<file path="config.mk">
export PLATFORM = sky130hd
export DESIGN_NAME = mips_irq_controller_flat
export DESIGN_NICKNAME = d
export VERILOG_FILES = /design/src/rtl/mips_irq_controller_if.sv /design/src/rtl/mips_irq_controller.sv /design/src/flat_wrapper.sv
export SDC_FILE = /design/constraint.sdc
export NUM_CORES = 1
export LEC_CHECK = 0
export ABC_AREA = 0
export CAP_MARGIN = 10
export CORE_UTILIZATION = 43
export DETAILED_ROUTE_END_ITERATION = 8
export HOLD_SLACK_MARGIN = 0.1
export PLACE_DENSITY_LB_ADDON = 0.2
export SKIP_LAST_GASP = 1
export SLEW_MARGIN = 20
export SYNTH_ARGS = -nofsm -noshare
export SYNTH_HDL_FRONTEND = slang
export SYNTH_SLANG_ARGS = --single-unit
</file>
<file path="constraint.sdc">
create_clock -name i_clk -period 1.65 [get_ports i_clk]
set_clock_uncertainty 0.05 [all_clocks]
set_input_delay 0.33 -clock i_clk [delete_from_list [all_inputs] [get_ports i_clk]]
set_output_delay 0.33 -clock i_clk [all_outputs]
set_load 0.01 [all_outputs]
</file>
<file path="src/rtl/mips_irq_controller_if.sv">
// Bus bundle between coprocessor 0 / data-memory register port and the interrupt controller.
// The controller uses the slave view; the core side uses the master view.
interface mips_irq_controller_if #(
    parameter int N_IRQ = 8,
    parameter int ID_W  = 3
);
    logic [N_IRQ-1:0] i_irq;
    logic             i_we;
    logic [1:0]       i_addr;
    logic [31:0]      i_wdata;
    logic [31:0]      o_rdata;
    logic             o_external_interrupt;
    logic             i_int_ack;
    logic [ID_W-1:0]  o_irq_id;

    modport slave (
        input  i_irq, i_we, i_addr, i_wdata, i_int_ack,
        output o_rdata, o_external_interrupt, o_irq_id
    );

    modport master (
        output i_irq, i_we, i_addr, i_wdata, i_int_ack,
        input  o_rdata, o_external_interrupt, o_irq_id
    );
endinterface

</file>
<file path="src/rtl/mips_irq_controller.sv">
// Edge-triggered maskable interrupt controller: synchronises request lines, latches pending
// events and presents the lowest-index unmasked one to coprocessor 0 until software writes EOI.
module mips_irq_controller #(
    parameter int N_IRQ = 8,
    parameter int ID_W  = 3
) (
    input  logic                  i_clk,
    input  logic                  i_rst,
    mips_irq_controller_if.slave  bus
);
    typedef enum logic [1:0] {IDLE, REQ, SERVICE} state_t;

    logic [N_IRQ-1:0] sync1_q, sync2_q, prev_q;
    logic [N_IRQ-1:0] pending_q, pending_d;
    logic [N_IRQ-1:0] mask_q, mask_d;
    state_t           state_q, state_d;
    logic             ext_q, ext_d;
    logic [ID_W-1:0]  irq_id_q, irq_id_d;

    logic [N_IRQ-1:0] irq_edge, active, w1c, ack_clr;
    logic [ID_W-1:0]  winner;
    logic             eoi_wr;
    logic [31:0]      rdata;
    logic             unused_wdata;

    assign irq_edge = sync2_q & ~prev_q;
    assign active   = pending_q & mask_q;
    assign w1c      = (bus.i_we && bus.i_addr == 2'd0) ? bus.i_wdata[N_IRQ-1:0] : '0;
    assign eoi_wr   = bus.i_we && bus.i_addr == 2'd3;
    assign unused_wdata = ^bus.i_wdata;

    // Scanning downward lets the lowest active index overwrite any higher one.
    always_comb begin
        winner = '0;
        for (int n = N_IRQ - 1; n >= 0; n--) begin
            if (active[n]) winner = ID_W'(n);
        end
    end

    always_comb begin
        state_d  = state_q;
        ext_d    = ext_q;
        irq_id_d = irq_id_q;
        ack_clr  = '0;
        case (state_q)
            IDLE: begin
                if (|active) begin
                    state_d  = REQ;
                    ext_d    = 1'b1;
                    irq_id_d = winner;
                end
            end
            REQ: begin
                if (bus.i_int_ack) begin
                    state_d           = SERVICE;
                    ext_d             = 1'b0;
                    ack_clr[irq_id_q] = 1'b1;
                end
            end
            SERVICE: begin
                if (eoi_wr) state_d = IDLE;
            end
            default: state_d = IDLE;
        endcase
        // A fresh edge overrides any clear landing in the same cycle.
        pending_d = (pending_q & ~w1c & ~ack_clr) | irq_edge;
        mask_d    = (bus.i_we && bus.i_addr == 2'd1) ? bus.i_wdata[N_IRQ-1:0] : mask_q;
    end

    always_ff @(posedge i_clk or posedge i_rst) begin
        if (i_rst) begin
            sync1_q   <= '0;
            sync2_q   <= '0;
            prev_q    <= '0;
            pending_q <= '0;
            mask_q    <= '0;
            state_q   <= IDLE;
            ext_q     <= 1'b0;
            irq_id_q  <= '0;
        end else begin
            sync1_q   <= bus.i_irq;
            sync2_q   <= sync1_q;
            prev_q    <= sync2_q;
            pending_q <= pending_d;
            mask_q    <= mask_d;
            state_q   <= state_d;
            ext_q     <= ext_d;
            irq_id_q  <= irq_id_d;
        end
    end

    always_comb begin
        rdata = '0;
        case (bus.i_addr)
            2'd0: rdata[N_IRQ-1:0] = pending_q;
            2'd1: rdata[N_IRQ-1:0] = mask_q;
            2'd2: begin
                rdata[31]         = (state_q != IDLE);
                rdata[ID_W-1:0]   = irq_id_q;
            end
            default: rdata = '0;
        endcase
    end

    assign bus.o_rdata              = rdata;
    assign bus.o_external_interrupt = ext_q;
    assign bus.o_irq_id             = irq_id_q;
endmodule

</file>
<file path="src/flat_wrapper.sv">
// flat-port wrapper written by rule: the top's interface ports become plain ports
module mips_irq_controller_flat 
#(
    parameter int N_IRQ = 8,
    parameter int ID_W  = 3
)
  (i_clk, i_rst, bus_i_irq, bus_i_we, bus_i_addr, bus_i_wdata, bus_i_int_ack, bus_o_rdata, bus_o_external_interrupt, bus_o_irq_id);
  mips_irq_controller_if #(.N_IRQ(N_IRQ), .ID_W(ID_W)) bus_i ();
  input  logic i_clk;
  input  logic i_rst;
  input wire logic [$bits(bus_i.i_irq)-1:0] bus_i_irq;
  input wire logic [$bits(bus_i.i_we)-1:0] bus_i_we;
  input wire logic [$bits(bus_i.i_addr)-1:0] bus_i_addr;
  input wire logic [$bits(bus_i.i_wdata)-1:0] bus_i_wdata;
  input wire logic [$bits(bus_i.i_int_ack)-1:0] bus_i_int_ack;
  output wire logic [$bits(bus_i.o_rdata)-1:0] bus_o_rdata;
  output wire logic [$bits(bus_i.o_external_interrupt)-1:0] bus_o_external_interrupt;
  output wire logic [$bits(bus_i.o_irq_id)-1:0] bus_o_irq_id;
  assign bus_i.i_irq = bus_i_irq;
  assign bus_i.i_we = bus_i_we;
  assign bus_i.i_addr = bus_i_addr;
  assign bus_i.i_wdata = bus_i_wdata;
  assign bus_i.i_int_ack = bus_i_int_ack;
  assign bus_o_rdata = bus_i.o_rdata;
  assign bus_o_external_interrupt = bus_i.o_external_interrupt;
  assign bus_o_irq_id = bus_i.o_irq_id;
  mips_irq_controller #(.N_IRQ(N_IRQ), .ID_W(ID_W)) u_core (.i_clk(i_clk), .i_rst(i_rst), .bus(bus_i));
endmodule
</file>
==> impl_metrics.env <==
export IMPL_syn_cell_area_sq_um=2012
export IMPL_synth_cells=176
export IMPL_cp_end_kind="primary output"
export IMPL_period_needed_ns=1.621
export IMPL_drv_cap=0
export IMPL_yosys_area_share_simple_pct=9.826
export IMPL_gr_total_overflow=0
export IMPL_tritoncts="done"
export IMPL_multiInputGateArea_sq_um=721.9
export IMPL_slew_violations=0
export IMPL_synth_top_cell_area_share_pct=57.21
export IMPL_fillers=407
export IMPL_r2r_end="u_core.pending_q[4]"
export IMPL_setup_worst_path_start="u_core.pending_q[1]"
export IMPL_fin_cells=290
export IMPL_status="finished clean"
export IMPL_cp_arrival_ns=1.24
export IMPL_cts_root_buf="clkbuf_8"
export IMPL_ios=82
export IMPL_rr_worst_depth=5
export IMPL_max_freq_mhz=616.9
export IMPL_synth_mux_area_share_pct=8.458
export IMPL_drive_gt1_share_pct=20.17
export IMPL_min_period_over_period_pct=98.24
export IMPL_synthAdderAreaFrac_pct=0
export IMPL_fin_util_pct=58.53
export IMPL_grt_pass1_wl_um=6748
export IMPL_hold_class="flip-flop to flip-flop"
export IMPL_cts_max_level=2
export IMPL_ys_warn_count=0
export IMPL_leakage_uw=0.001204
export IMPL_num_vias=1448
export IMPL_rsz0062_at_grt="yes"
export IMPL_fin_nets=283
export IMPL_synth_edf_count=0
export IMPL_endpoint="bus_o_rdata[1]"
export IMPL_yosysUniqueCellTypes=32
export IMPL_area_growth_pct=28.42
export IMPL_drc=0
export IMPL_synth_compound_area_share_pct=13.18
export IMPL_hpwl_um=3107
export IMPL_start_util_pct=45.58
export IMPL_die_h_um=70.40
export IMPL_power_density_nw_per_um2=1291
export IMPL_synth_area_top_cells="dfrtp_1 57%, buf_4 8.6%, mux2_2 4.5%"
export IMPL_finalWeightedCongestion=0.8327
export IMPL_peakVddDrop_v=0.0005774
export IMPL_ys_flop_type="dfrtp_1"
export IMPL_r2r_slack_ns=0.17
export IMPL_clk_pin_slew_ns=0.08
export IMPL_grt_pass1_vias=1325
export IMPL_critical_path_class="flip-flop to primary output"
export IMPL_finalHoldViolCount=0
export IMPL_ctsHoldBuffers=0
export IMPL_dp_cells=278
export IMPL_first_iter_violations=70
export IMPL_finalSetupViolCount=0
export IMPL_rr_startpoint="u_core.state_q[1]"
export IMPL_fp_dieW_um=70.40
export IMPL_vias_per_cell=4.993
export IMPL_ys_ff_latch=46
export IMPL_finalSetupTns_ns=0
export IMPL_syn_avg_cell_area_sq_um=11.43
export IMPL_clockBufferDepth=2
export IMPL_layout_commonest_cell="dfrtp_1"
export IMPL_min_from="u_core.sync1_q[0]"
export IMPL_path_max_fanout=2
export IMPL_yosysSeqAreaShare_pct=57.21
export IMPL_cp_slowest_cell="dfrtp_1"
export IMPL_startpoint_type="flip-flop"
export IMPL_port_buffers=34
export IMPL_post_drt_wl_per_cell_um=14.44
export IMPL_antenna_found_initial=0
export IMPL_required_ns=1.27
export IMPL_layout_common_cells="46 x dfrtp_1, 23 x conb_1, 21 x nand2_1, 20 x clkdlybuf4s50_1, 20 x buf_4"
export IMPL_core_sq_um=4414
export IMPL_rows=24
export IMPL_async_reset_ff_share_pct=100.0
export IMPL_crit_chain="mux2i_1 -> o21ai_1 -> dlygate4sd2_1"
export IMPL_cts_buffers=5
export IMPL_register_area_sq_um=1151
export IMPL_dr_pass1_iters=4
export IMPL_dieArea_sq_um=4956
export IMPL_drtAntennaViolNets=0
export IMPL_critPathMaxStageDelay_ns=0.39
export IMPL_synth_top_family_by_area="compound AO/OA/AOI/OAI gates"
export IMPL_numClockSinks=46
export IMPL_n_antenna_cell=0
export IMPL_grtUsageTotal_pct=18.29
export IMPL_worst_skew_pair_late_latency_ns=0.31
export IMPL_synth_xor_area_share_pct=0
export IMPL_wl_um=4188
export IMPL_yosys_area_top_type="dfrtp_1"
export IMPL_grt_max_degree=47
-- Yosys cell counts, types with 2 or more instances --
| master | n |
|---|---|
| dfrtp_1 | 46 |
| buf_4 | 23 |
| nand2_1 | 21 |
| inv_1 | 11 |
| o21ai_0 | 9 |
| mux2_2 | 8 |
| mux2i_1 | 8 |
| nor2_1 | 7 |
| o211ai_1 | 6 |
| a21oi_1 | 5 |
| a22oi_1 | 4 |
| o21ai_1 | 4 |
| nand2b_1 | 3 |
| a32o_1 | 2 |
| buf_2 | 2 |
-- power by group --
part	leakage, uW	total (uW)	switching [uW]	internal (uW)
clock network	0.0000441	688	391	298
logic	0.000636	1190	602	584
registers	0.000524	1460	139	1320
-- critical path, delay by kind of cell (launching register included) --
family	cells	cell delay, ns
AOI/OAI and AO/OA	1	0.09
buffers and inverters	1	0.28
DFF	1	0.39
muxes	1	0.17
-- timing repair --
action | 4_1_cts | 5_1_grt
resized for setup | 20 | 2
buffers inserted | 0 | 4
setup endpoints to repair | 20 | 6
gates cloned | 0 | 0
-- layer usage --
layer / track usage (%) / vias to the layer above / share of wire [%]
met5: 0 / - / 0
met4: 7.778 / 0 / 1.5
met3: 4.906 / 8 / 5.2
met2: 28.47 / 55 / 50
met1: 24.03 / 706 / 43
li1: - / 679 / -
-- area by class of cell --
type	count	share of cell area, %
Inverter	11	1.598
Clock inverter	3	0.8232
Timing Repair Buffer	57	19.90
Sequential cell	46	44.55
Clock buffer	5	2.663
Tap cell	52	2.518
Multi-Input combinational cell	116	27.94
-- state kept, by name, summed over array words and instances (netlist names) --
register / flops
u_core.mask_q: 8
u_core.prev_q: 8
u_core.bus.o_external_interrupt: 1
u_core.state_q: 2
u_core.bus.o_irq_id: 3
u_core.sync2_q: 8
u_core.pending_q: 8
u_core.sync1_q: 8
-- through the flow --
step	hold slack [ns]	cell area [sq um]	setup WS (ns)	total power (uW)
finish	0.3044	2584	0.02911	3335
CTS	0.3101	2559	-0.02534	3329
global placement	0.2824	2472	-0.5030	2664
global route	0.3143	2584	-0.03806	3539
floorplan	0.2812	2095	0.1822	2106
detailed placement	0.2896	2472	-0.6169	2694
-- how the worst min path moves through the flow --
stage,endpoint,slack (ns),depth (start not counted)
global placement,u_core.sync2_q[5],0.28,0
detailed placement,u_core.sync2_q[0],0.29,0
finish,u_core.sync2_q[0],0.30,0
global route,u_core.sync2_q[5],0.31,0
floorplan,u_core.sync2_q[0],0.28,0
CTS,u_core.sync2_q[0],0.31,0
-- cells by family after synthesis --
family,Yosys count
mux,16
other cells,1
compound gates,37
flops,46
simple gates,40
buf+inv,36
(Power assumes the default switching activity.)
